[config.mk]
export PLATFORM = sky130hd
export DESIGN_NAME = mcp_rx_multi_flat
export DESIGN_NICKNAME = d
export VERILOG_FILES = /design/src/rtl/mcp_rx_multi_if.sv /design/src/rtl/mcp_rx_multi.sv /design/src/flat_wrapper.sv
export SDC_FILE = /design/constraint.sdc
export NUM_CORES = 1
export LEC_CHECK = 0
export CAP_MARGIN = 0
export CORE_MARGIN = 2
export CORE_UTILIZATION = 42
export DETAILED_ROUTE_END_ITERATION = 6
export PLACE_DENSITY = 0.89
export SLEW_MARGIN = 20
export SYNTH_ARGS = -nofsm -noshare
export SYNTH_HDL_FRONTEND = slang
export SYNTH_SLANG_ARGS = --single-unit
[constraint.sdc]
create_clock -name clk_rx -period 1.2 [get_ports clk_rx]
set_clock_uncertainty 0.05 [all_clocks]
set_input_delay 0.24 -clock clk_rx [delete_from_list [all_inputs] [get_ports clk_rx]]
set_output_delay 0.24 -clock clk_rx [all_outputs]
set_load 0.03 [all_outputs]
[src/rtl/mcp_rx_multi_if.sv]
// Receive-side bundle of the multi-channel toggle MCP crossing.
// master drives the tx-facing inputs; slave is the crossing itself.
interface mcp_rx_multi_if #(
  parameter int NUM_CH = 4,
  parameter int WIDTH  = 8
);
  logic [NUM_CH-1:0]       toggle_in;
  logic [NUM_CH*WIDTH-1:0] data_in;
  logic [NUM_CH*WIDTH-1:0] data_out;
  logic [NUM_CH-1:0]       data_valid;
  logic [NUM_CH-1:0]       data_ready;
  logic [NUM_CH-1:0]       load_pulse;
  logic [NUM_CH-1:0]       ack_toggle;
  logic [NUM_CH-1:0]       overflow;
  logic                    overflow_clr;

  modport master (
    output toggle_in, data_in, data_ready, overflow_clr,
    input  data_out, data_valid, load_pulse, ack_toggle, overflow
  );

  modport slave (
    input  toggle_in, data_in, data_ready, overflow_clr,
    output data_out, data_valid, load_pulse, ack_toggle, overflow
  );
endinterface

[src/rtl/mcp_rx_multi.sv]
// Multi-channel toggle MCP receiver: sync, edge detect, hold, ack.
// Sticky overflow with drop/overwrite policy; sync chain primes in reset.
module mcp_rx_multi #(
  parameter int NUM_CH      = 4,
  parameter int WIDTH       = 8,
  parameter int SYNC_STAGES = 2,
  parameter int OVERWRITE   = 0
) (
  input logic          clk_rx,
  input logic          rst,
  mcp_rx_multi_if.slave bus
);
  localparam bit OVR = (OVERWRITE != 0);

  logic [SYNC_STAGES-1:0]  sync_q [NUM_CH];
  logic [NUM_CH-1:0]       edge_q;
  logic [NUM_CH-1:0]       sync_top;
  logic [NUM_CH-1:0]       load;
  logic [NUM_CH-1:0]       consume;
  logic [NUM_CH-1:0]       ovf_set;
  logic [NUM_CH*WIDTH-1:0] data_q;
  logic [NUM_CH-1:0]       valid_q;
  logic [NUM_CH-1:0]       ack_q;
  logic [NUM_CH-1:0]       ovf_q;

  // Sync chain and edge flop run through reset so they settle on the
  // held toggle level and no stale edge appears at release.
  always_ff @(posedge clk_rx) begin
    for (int i = 0; i < NUM_CH; i++) begin
      sync_q[i] <= {sync_q[i][SYNC_STAGES-2:0], bus.toggle_in[i]};
      edge_q[i] <= sync_q[i][SYNC_STAGES-1];
    end
  end

  // Per-channel strobes derived from the synchronised toggle.
  always_comb begin
    sync_top = '0;
    for (int i = 0; i < NUM_CH; i++) begin
      sync_top[i] = sync_q[i][SYNC_STAGES-1];
    end
    load    = (sync_top ^ edge_q) & ~{NUM_CH{rst}};
    consume = valid_q & bus.data_ready;
    ovf_set = load & valid_q & ~bus.data_ready;
  end

  // Data capture: a new word lands when the stage is free, is being
  // drained this cycle, or when the overwrite policy is selected.
  always_ff @(posedge clk_rx) begin
    if (rst) begin
      data_q <= '0;
    end else begin
      for (int i = 0; i < NUM_CH; i++) begin
        if (load[i] && (!valid_q[i] || consume[i] || OVR)) begin
          data_q[i*WIDTH +: WIDTH] <= bus.data_in[i*WIDTH +: WIDTH];
        end
      end
    end
  end

  // Valid holds while a word is unconsumed; ack flips per consumed word.
  always_ff @(posedge clk_rx) begin
    if (rst) begin
      valid_q <= '0;
      ack_q   <= '0;
    end else begin
      valid_q <= load | (valid_q & ~consume);
      ack_q   <= ack_q ^ consume;
    end
  end

  // Sticky overflow; a new set beats a simultaneous clear.
  always_ff @(posedge clk_rx) begin
    if (rst) begin
      ovf_q <= '0;
    end else if (bus.overflow_clr) begin
      ovf_q <= ovf_set;
    end else begin
      ovf_q <= ovf_q | ovf_set;
    end
  end

  assign bus.data_out   = data_q;
  assign bus.data_valid = valid_q;
  assign bus.load_pulse = load;
  assign bus.ack_toggle = ack_q;
  assign bus.overflow   = ovf_q;
endmodule

[src/flat_wrapper.sv]
// flat-port wrapper written by rule: the top's interface ports become plain ports
module mcp_rx_multi_flat 
#(
  parameter int NUM_CH      = 4,
  parameter int WIDTH       = 8,
  parameter int SYNC_STAGES = 2,
  parameter int OVERWRITE   = 0
)
  (clk_rx, rst, bus_toggle_in, bus_data_in, bus_data_ready, bus_overflow_clr, bus_data_out, bus_data_valid, bus_load_pulse, bus_ack_toggle, bus_overflow);
  mcp_rx_multi_if #(.NUM_CH(NUM_CH), .WIDTH(WIDTH)) bus_i ();
  input logic clk_rx;
  input logic rst;
  input wire logic [$bits(bus_i.toggle_in)-1:0] bus_toggle_in;
  input wire logic [$bits(bus_i.data_in)-1:0] bus_data_in;
  input wire logic [$bits(bus_i.data_ready)-1:0] bus_data_ready;
  input wire logic [$bits(bus_i.overflow_clr)-1:0] bus_overflow_clr;
  output wire logic [$bits(bus_i.data_out)-1:0] bus_data_out;
  output wire logic [$bits(bus_i.data_valid)-1:0] bus_data_valid;
  output wire logic [$bits(bus_i.load_pulse)-1:0] bus_load_pulse;
  output wire logic [$bits(bus_i.ack_toggle)-1:0] bus_ack_toggle;
  output wire logic [$bits(bus_i.overflow)-1:0] bus_overflow;
  assign bus_i.toggle_in = bus_toggle_in;
  assign bus_i.data_in = bus_data_in;
  assign bus_i.data_ready = bus_data_ready;
  assign bus_i.overflow_clr = bus_overflow_clr;
  assign bus_data_out = bus_i.data_out;
  assign bus_data_valid = bus_i.data_valid;
  assign bus_load_pulse = bus_i.load_pulse;
  assign bus_ack_toggle = bus_i.ack_toggle;
  assign bus_overflow = bus_i.overflow;
  mcp_rx_multi #(.NUM_CH(NUM_CH), .WIDTH(WIDTH), .SYNC_STAGES(SYNC_STAGES), .OVERWRITE(OVERWRITE)) u_core (.clk_rx(clk_rx), .rst(rst), .bus(bus_i));
endmodule
# --- After elaboration in Yosys (flattened, before gate mapping) ---
# Memory sizes are Yosys's and may differ from the RTL's.
# Cells that the tools add are included.
word_totals:
  ff_bits: 48
  ramBits: 8
  output_inout_bits: 48
  wordCells: 34
  n_memories: 1
op_classes:
  n_mux: 1
  bitwise: 12
  reduce_logical: 12
mem_list:
  columns: ["memory", "words", "word_bits", "rd", "rd_clocked_by_memory_dff", "write_ports", "line_no", "text"]
  rows:
  - ["u_core.sync_q", 4, 2, 4, 0, 4, "mcp_rx_multi.sv:15", "logic [SYNC_STAGES-1:0] sync_q [NUM_CH];"]
op_table:
  columns: ["operator", "count"]
  rows:
  - ["4-bit bitwise AND", 5]
  - ["4-bit inverter", 3]
  - ["4-bit OR", 2]
  - ["4-bit bitwise XOR", 2]
  - ["1-bit logical AND", 4]
  - ["1-bit zero test", 4]
  - ["1-bit logical OR", 4]
  - ["4-bit 2-to-1 mux", 1]

# --- Longest topological paths before layout ---
# Gate-level depths: netlist of run 1.
logic_depth:
  word_depth: 6
  mapped_depth: 4
  depth_no_buf: 3

# --- Least setup slack after synthesis of run 1 ---
# No wires, ideal clock.
synth_timing:
  path_type: "in2out"
  start: "input port rst"
  end: "output port bus_load_pulse[0]"
  arrival_ns: 0.975
  setup_slack_ns: -0.065
  cell_stages: 3
  path_buffers: 2
  cell_sequence: "buf_2 > buf_2 > nor2_1"
synth_between:
  elab_chain_len: 2
synth_lines:
  columns: ["element", "line_no", "text"]
  rows:
  - ["from (decl)", "flat_wrapper.sv:12", "input logic rst;"]
  - ["4-bit inverter", "mcp_rx_multi.sv:41", "load = (sync_top ^ edge_q) & ~{NUM_CH{rst}};"]
  - ["4-bit bitwise AND", "mcp_rx_multi.sv:41", null]
  - ["to (decl)", "flat_wrapper.sv:19", "output wire logic [$bits(bus_i.load_pulse)-1:0] bus_load_pulse;"]
# Every way passes these cells.

==> reports/metrics.yaml, run 1 <==
p_sw_mw: 1.23
nets: 354
synth_seq_cells: 56
cts.sinks: 56
finalHoldViolCount: 0
grt_pass1_wl_um: 8070
relSlewSlack_pct: 76.7
ys.flop_type: "dfxtp_1"
hold_buffers: 0
final_cells: 382
viasPerCell: 4.42
tightest_slew_ps: 349
crit_slowest_cell: "dfxtp_2"
synthMostInstantiatedCell: "nand2b_1"
cts_inserted_buffers: 5
max_freq_ghz: 0.735
drt_iter0_markers: 80
r2r_slack_ps: -10
overflow: 0
synth-edff-count: 0
ff2ff_path_depth: 5
ioPinCount: 91
die_h_um: 76.5
diodes: 0
grtUsageMet2_pct: 28.5
track_usage_pct: 16.9
vias: 1690
clockBufferDepth: 2
status: "finished, violations left"
violations: "negative setup slack"
critPathArrivalTime_ps: 1070
io_buffer_count: 90
yosys_warnings: 0
ys_types: 15
synth_top_area_share_pct: 50.7
crit_chain: "xnor2_2 -> nor2_1 -> buf_4"
critPathMaxStageDelay_ps: 340
seq_power_share_pct: 48.8
worstReg2RegEnd: "u_core.bus.data_out[0]"
min_path_type: "in -> reg"
final.fill_count: 435
clk_pin_slew_ps: 100
setup_violations: 6
ir_drop_uv: 726
swShare_pct: 28.7
synthTopCellsByArea: "dfxtp_1 (51%), nand2b_1 (19%), mux2i_1 (14%)"
antenna_found_initial: 0
drt_wl_total_um: 4670
clock_latency_ps: 300
crit_fanout: 2
synthArstFlopShare_pct: 0
rsz0062_at_grt: "true"
synth_common_cells: "nand2b_1 (68), dfxtp_1 (56), mux2i_1 (32)"
dieArea_um2: 5860
r2r_start: "u_core.sync_q[0][1]"
synth_largest_area_cell: "dfxtp_1"
endpoint: "bus_load_pulse[2]"
synth_nets: 251
drv_slew: 0
end_kind: "output port"
grt_busiest_layer: "met2"
syn_area_um2: 2210
area.growth.synth_to_final_pct: 50.7
critical_path_class: "reg -> out"
dp.cells: 368
worst_ep_required_time_ps: 910
hpwlAfterDp_um: 3510
grt_use_met1_pct: 20.9
initial_core_util_pct: 43.3
syn-instance-count: 208
total_power_mw: 4.28
dr.pass1.iters: 4
combinationalPowerShare_pct: 26.3
routedWlPerCell_um: 12.2
fp.dieW_um: 76.5
h-tree-depth: 2
cp-startpoint: "u_core.sync_q[2][1]"
pwr_density_cell_nw_per_um2: 1290
p_int_mw: 3.05
worst_slack_ps: -160
drtAntennaViolNets: 0
p_clk_share_pct: 24.9
fin_crit_ps: 1360
cts_tree: "yes"
drive_above_1_share_pct: 28.5
startpoint_type: "flop"
place.gp.congestion: 0.746
grt_pass1_vias: 1665
rows: 26
leakagePower_nw: 1.47
maxCapViolations: 0
postSynthAreaPerCell_um2: 10.6
fin_crit_sh_pct: 113
yosysSeqAreaShare_pct: 50.7
cts_root_buf: "clkbuf_8"
core_um2: 5110
use_met3_pct: 5.57
grt_max_degree: 29
drc: 0
[flip-flops by register name (all words and copies together), names as in the netlist]
register	count
u_core.edge_q	4
u_core.bus.data_valid	4
u_core.bus.data_out	32
u_core.sync_q	8
u_core.bus.overflow	4
u_core.bus.ack_toggle	4
[critical path: cells and delay by family, from the launching register on]
| kind | cells | cell delay, ps |
|---|---|---|
| xor gates and xnor gates | 1 | 140 |
| buffers and inverters | 1 | 180 |
| DFF | 1 | 340 |
| and+or+nand+nor | 1 | 110 |
[logic make-up (layout without fill, tap and decap cells)]
| group | after synthesis | after routing | share of synthesized area [%] |
|---|---|---|---|
| AND/OR/NAND/NOR | 88 | 88 | 24.0 |
| flip-flops | 56 | 56 | 50.7 |
| XOR/XNOR | 8 | 8 | 4.53 |
| multiplexers | 32 | 32 | 14.5 |
| AO/OA/AOI/OAI | 8 | 8 | 2.04 |
| buffers and inverters | 16 | 120 | 4.19 |
[how the worst min path moves through the flow]
| stage | from | to | slack (ps) | depth (start not counted) |
|---|---|---|---|---|
| after global routing | rst | u_core.bus.ack_toggle[0] | 260 | 2 |
| after detailed placement | u_core.sync_q[3][0] | u_core.sync_q[3][1] | 260 | 0 |
| after CTS | rst | u_core.bus.overflow[0] | 270 | 2 |
| after floorplan | bus_toggle_in[0] | u_core.sync_q[0][0] | 220 | 0 |
| final | rst | u_core.bus.ack_toggle[1] | 270 | 2 |
| after global placement | u_core.sync_q[2][0] | u_core.sync_q[2][1] | 260 | 0 |
[metrics by stage]
stage	instance area (um^2)	utilization [%]	setup TNS [ps]	setup slack [ps]	hold slack, ps
after global routing	3330	65.2	-2280	-252	256
after global placement	3160	61.9	-8370	-282	260
after CTS	3320	65.0	-698	-171	266
after detailed placement	3160	61.9	-9450	-319	262
final	3330	65.2	-614	-160	267
after floorplan	2210	-	-259	-64.6	218
[routing by layer]
| layer | routed length (um) | up-vias |
|---|---|---|
| met2 | 2320 | 53 |
| met1 | 1980 | 768 |
| met3 | 310 | 6 |
| li1 | - | 863 |
| met4 | 54 | 0 |
| met5 | 0 | - |
[cells in the final DEF, fill, tap and decap left out, types with 4 or more instances in the layout]
master	instances
xor2_1	4
mux2i_1	32
nand2_1	4
dfxtp_2	6
nor2b_4	4
o22ai_1	4
buf_12	6
clkdlybuf4s50_1	41
nand2b_1	68
buf_4	60
nor2b_1	4
nor2_1	8
inv_1	4
dfxtp_1	50
a21oi_1	4
xnor2_2	4
clkbuf_8	6
[final cells by class]
| type | instances | area [um^2] | share of cell area, % |
|---|---|---|---|
| Clock buffer | 6 | 82.6 | 2.48 |
| Clock inverter | 2 | 15.0 | 0.451 |
| Inverter | 4 | 15.0 | 0.451 |
| Multi-Input combinational cell | 136 | 1020 | 30.5 |
| Sequential cell | 56 | 1130 | 33.9 |
| Tap cell | 70 | 87.6 | 2.63 |
| Timing Repair Buffer | 108 | 986 | 29.6 |
[repair_timing]
item | 4_1_cts | 5_1_grt
setup endpoints to repair | 5 | 36
setup buffers | 5 | 1
resized for setup | 8 | 2
pin swaps | 4 | 2
[power by group through the flow]
| stage | sequential [mW] | clock (mW) | combinational (mW) |
|---|---|---|---|
| 2_1_floorplan | 2.36 | 0 | 0.375 |
| 3_3_place_gp | 2.12 | 0 | 1.07 |
| 3_5_place_dp | 2.13 | 0 | 1.09 |
| 4_1_cts | 2.09 | 1.10 | 1.13 |
| 5_1_grt | 2.11 | 1.20 | 1.20 |
| 6_report | 2.09 | 1.06 | 1.13 |
(Power assumes the default switching activity.)
==> inputs of run 2 (changes only) <==
- CORE_MARGIN: 2 -> not set
==> reports/metrics.yaml, run 2 (synthesized netlist as in run 1, its figures left out) <==
status: "finished, violations left"
violations: "negative setup slack"
multiInputGateArea_um2: 1040
cts_tree: "yes"
total_power_mw: 4.54
clock_latency_ps: 290
vias: 1717
p_int_mw: 3.33
ir_drop_uv: 638
drive_above_1_share_pct: 31.2
grt_pass1_vias: 1683
core_um2: 5070
grt_max_degree: 30
place.gp.congestion: 0.763
initial_core_util_pct: 43.5
finalHoldViolCount: 0
cts_inserted_buffers: 5
tightest_slew_ps: 382
worst_slack_ps: -168
combinationalPowerShare_pct: 25.0
area.growth.synth_to_final_pct: 53.4
pwr_density_cell_nw_per_um2: 1340
dieArea_um2: 5550
fin_crit_ps: 1370
cts_root_buf: "clkbuf_8"
startpoint_type: "flop"
seq_power_share_pct: 46.2
grt_pass1_wl_um: 7190
crit_fanout: 2
diodes: 0
ff2ff_path_depth: 5
drt_wl_total_um: 4610
final_cell_mix: "nand2b_1 (66), buf_4 (63), dfxtp_1 (47), clkdlybuf4s50_1 (41), mux2i_1 (32)"
final.fill_count: 433
setup_tns_ps: -559
h-tree-depth: 2
holdPathEnd: "u_core.sync_q[2][1]"
fp.dieW_um: 74.5
clk_pin_slew_ps: 90
p_clk_share_pct: 28.8
maxCapViolations: 0
hpwlAfterDp_um: 3400
final_common_cell: "nand2b_1"
relSlewSlack_pct: 74.5
ioPinCount: 91
holdPathStages: 0
utilization_pct: 66.8
die_h_um: 74.5
placed_area_um2: 3160
p_sw_mw: 1.21
min_path_type: "reg -> reg"
drc: 0
drv_slew: 0
viasPerCell: 4.47
routedWlPerCell_um: 12.0
track_usage_pct: 16.9
leakagePower_nw: 1.51
drt_iter0_markers: 49
setup_violations: 5
r2r_start: "u_core.sync_q[2][1]"
critical_path_class: "reg -> out"
nets: 356
r2r_slack_ps: -10
critPathArrivalTime_ps: 1080
worst_ep_required_time_ps: 910
max_freq_ghz: 0.731
hold_start: "u_core.sync_q[2][0]"
rsz0062_at_grt: "true"
drtAntennaViolNets: 0
rows: 26
swShare_pct: 26.7
clockBufferDepth: 2
overflow: 0
largest_register_ffs: 32
io_buffer_count: 90
end_kind: "output port"
whs_ps: 283
dr.pass1.iters: 5
final-seq-area_um2: 1130
worstReg2RegEnd: "u_core.bus.data_out[23]"
fin_crit_sh_pct: 114
cts.sinks: 56
antenna_found_initial: 0
stdcell_area_um2: 3390
[run 2: timing repair]
action,4_1_cts,5_1_grt
endpoints found under the setup margin,13,36
hold buffers,0,0
endpoints found under the hold margin,0,0
setup buffers,5,2
pin swaps,4,3
resized for setup,8,9
[run 2: cell type report]
type	count	share of cell area (%)
sequential	56	33.4
inverter	4	0.443
clock buffer	7	2.84
multi-input combinational	136	30.7
timing repair buffer	110	29.2
clock inverter	1	0.886
tap	70	2.58
[run 2: per-layer routing]
| layer | global-route usage, % | part of all wire [%] | vias up | wire length (um) |
|---|---|---|---|---|
| li1 | - | - | 864 | - |
| met1 | 18.8 | 42 | 791 | 1940 |
| met2 | 30.8 | 51 | 56 | 2350 |
| met3 | 4.47 | 5.8 | 6 | 268 |
| met4 | 6.29 | 1.1 | 0 | 52 |
| met5 | 0 | 0 | - | 0 |
[run 2: worst max-delay path by stage]
| stage | from | to | slack [ps] | depth (start not counted) |
|---|---|---|---|---|
| 2_1_floorplan | rst | bus_load_pulse[0] | -60 | 3 |
| 5_1_grt | u_core.edge_q[2] | bus_load_pulse[2] | -210 | 3 |
| 3_5_place_dp | bus_data_ready[3] | u_core.bus.data_out[27] | -350 | 5 |
| 4_1_cts | u_core.sync_q[2][1] | bus_load_pulse[2] | -160 | 3 |
| 6_report | u_core.sync_q[2][1] | bus_load_pulse[2] | -170 | 3 |
| 3_3_place_gp | bus_data_ready[3] | u_core.bus.data_out[28] | -290 | 5 |
[run 2: power groups by stage]
stage | logic [mW] | clock network [mW] | registers [mW]
CTS | 1.12 | 1.35 | 2.09
floorplan | 0.375 | 0 | 2.36
detailed placement | 1.08 | 0 | 2.13
finish | 1.13 | 1.31 | 2.10
global placement | 1.06 | 0 | 2.13
global route | 1.21 | 1.42 | 2.11
[run 2: per-stage QoR]
stage                     std cells  setup WS, ps
after global placement          369          -292
after floorplan                 208         -64.6
final                           384          -168
after global routing            384          -213
after detailed placement        369          -353
after CTS                       382          -158
[run 2: critical path, cell delays in order, from the launching register on]
cell	delay (ps)
dfxtp_2	340
xnor2_2	140
nor2_1	120
buf_4	180
==> edit: new RTL, config.mk and constraints of run 1 <==
`SYNC_STAGES` is set to 2 in 2 places; all go to 4.
--- a/src/rtl/mcp_rx_multi.sv
+++ b/src/rtl/mcp_rx_multi.sv
@@ -3,7 +3,7 @@
 module mcp_rx_multi #(
   parameter int NUM_CH      = 4,
   parameter int WIDTH       = 8,
-  parameter int SYNC_STAGES = 2,
+  parameter int SYNC_STAGES = 4,
   parameter int OVERWRITE   = 0
 ) (
   input logic          clk_rx,
--- a/src/flat_wrapper.sv
+++ b/src/flat_wrapper.sv
@@ -3,7 +3,7 @@
 #(
   parameter int NUM_CH      = 4,
   parameter int WIDTH       = 8,
-  parameter int SYNC_STAGES = 2,
+  parameter int SYNC_STAGES = 4,
   parameter int OVERWRITE   = 0
 )
   (clk_rx, rst, bus_toggle_in, bus_data_in, bus_data_ready, bus_overflow_clr, bus_data_out, bus_data_valid, bus_load_pulse, bus_ack_toggle, bus_overflow);
Behaviour: not the same (a bounded check fails within 4 cycles, from zero or initial values and one cycle with rst high).
==> edit against run 1 <==
The run still ends with setup timing left. Sequential cell count increased by 8. Hold slack got worse by 0.063 ns. Highest routed layer unchanged. Wire length increased by 3.2%. Clock power increased by 76%. Critical endpoint is now bus_load_pulse[1]. Synthesized area increased by 7.2%. Die area increased by 6.9%. Design area increased by 7.3%. Total power increased by 25%. Non-clock buffer count decreased by 3. Global-route usage decreased by 0.23 points. Setup slack got worse by 0.030 ns. Critical path type unchanged.
==> edit: results (changes against run 1) <==
| Metric | Value |
|---|---|
| Initial DRC count | 54 (was 80) |
| Clk slew on worst S/H paths | 0.07 ns (was 0.10 ns) |
| Setup violation total in the final timing report | 5 (was 6) |
| Met3 Use GR | 5.23% (was 5.57%) |
| Reg2reg end | u_core.bus.data_out[1]$_SDFFE_PP0P_ (was u_core.bus.data_out[0]$_SDFFE_PP0P_) |
| Total negative slack | -0.709 ns (was -0.614 ns) |
| Leak Pwr | 1.57 nW (was 1.47 nW) |
| Slew margin rel. | 82.0% (was 76.7%) |
| Critical path launch point | u_core.sync_q[1][3]$_DFF_P_ (was u_core.sync_q[2][1]$_DFF_P_) |
| Final worst slack | -0.190 ns (was -0.160 ns) |
| Syn nets | 259 (was 251) |
| Failing checks | setup timing (unchanged) |
| Syn avg cell area | 11.0 sq um (was 10.6 sq um) |
| Vias in the first global route | 1,825 (was 1,665) |
| Setup crit end | bus_load_pulse[1] (was bus_load_pulse[2]) |
| Global-route track usage on met2 | 27.9% (was 28.5%) |
| Area after DPL | 3300 sq um (was 3160 sq um) |
| Grt met1 use | 19.1% (was 20.9%) |
| Critical R2R Launch | u_core.sync_q[0][3]$_DFF_P_ (was u_core.sync_q[0][1]$_DFF_P_) |
| GP Congestion | 0.759 (was 0.746) |
| Share of layout cells above drive strength 1 | 29.9% (was 28.5%) |
| Detailed Route WL | 4820 um (was 4670 um) |
| Fillers | 443 (was 435) |
| Outcome | complete, but fails checks (unchanged) |
| Nets | 363 (was 354) |
| Worst VDD drop | 0.000824 V (was 0.000726 V) |
| H-tree levels | 3 (was 2) |
| First-pass GRT wire length | 8120 um (was 8070 um) |
| DR vias/cell | 4.50 (was 4.42) |
| Drt wl/cell | 12.2 um (about the same) |
| Synth top area cells | dfxtp_1 54%, nand2b_1 18%, mux2i_1 14% (was dfxtp_1 51%, nand2b_1 19%, mux2i_1 14%) |
| Worst skew pair latency | 0.34 ns (was 0.30 ns) |
| Synth cell count leaders | 68 x nand2b_1, 64 x dfxtp_1, 32 x mux2i_1, 8 x nor2_1, 6 x clkbuf_1 (was 68 x nand2b_1, 56 x dfxtp_1, 32 x mux2i_1, 8 x nor2_1, 6 x clkbuf_1) |
| Cell total after placement | 377 (was 368) |
| Total track usage | 16.7% (was 16.9%) |
edit: worst min path at each step:
stage                                                endpoint  slack, ns  cells after the start
after global routing      u_core.bus.ack_toggle[2]$_SDFF_PP0_       0.21                      2
after global placement            u_core.sync_q[2][3]$_DFF_P_       0.26                      0
final                       u_core.bus.overflow[2]$_SDFF_PP0_       0.20                      2
after detailed placement          u_core.sync_q[2][1]$_DFF_P_       0.26                      0
after floorplan                   u_core.sync_q[0][0]$_DFF_P_       0.22                      0
after CTS                 u_core.bus.ack_toggle[1]$_SDFF_PP0_       0.20                      2
edit: routing by layer:
| metal | vias to the layer above | part of all wire [%] |
|---|---|---|
| met5 | - | 0 |
| met4 | 0 | 1.8 |
| met3 | 10 | 7.8 |
| met2 | 71 | 48 |
| met1 | 804 | 43 |
| li1 | 896 | - |
edit: report_power, final:
group	switching, mW	total (mW)	internal, mW
registers	0.0879	2.38	2.29
logic	0.546	1.11	0.566
clock network	0.804	1.87	1.06
edit: metrics by stage:
step | power (mW) | util, % | worst slack (ns) | hold WS, ns
final | 5.36 | 65.3 | -0.190 | 0.205
after global routing | 5.60 | 65.3 | -0.228 | 0.213
after CTS | 5.42 | 65.1 | -0.201 | 0.197
after detailed placement | 3.50 | 60.4 | -0.320 | 0.262
after global placement | 3.48 | 60.4 | -0.293 | 0.260
after floorplan | 3.02 | - | -0.0646 | 0.218
edit: logic make-up after synthesis:
| logic type | count (synthesis) | share of synthesized area (%) |
|---|---|---|
| and+or+nand+nor | 88 | 22.4 |
| DFF | 64 | 54.1 |
| muxes | 32 | 13.5 |
| buffers and inverters | 16 | 3.91 |
| AOI/OAI and AO/OA | 8 | 1.90 |
| xor gates and xnor gates | 8 | 4.22 |
edit: repair_timing:
action,CTS,global route
setup endpoints to repair,4,38
gates resized for setup,8,7
setup buffers,4,1
pin swaps,5,4
hold endpoints to repair,0,0
gates cloned,0,0
edit: area by class of cell:
| class | instances | area [sq um] | area share, % |
|---|---|---|---|
| Sequential cell | 64 | 1290 | 36.2 |
| Multi-Input combinational cell | 136 | 1020 | 28.4 |
| Timing Repair Buffer | 105 | 955 | 26.7 |
| Clock buffer | 11 | 151 | 4.24 |
| Tap cell | 72 | 90.1 | 2.52 |
| Clock inverter | 4 | 53.8 | 1.51 |
| Inverter | 4 | 15.0 | 0.420 |
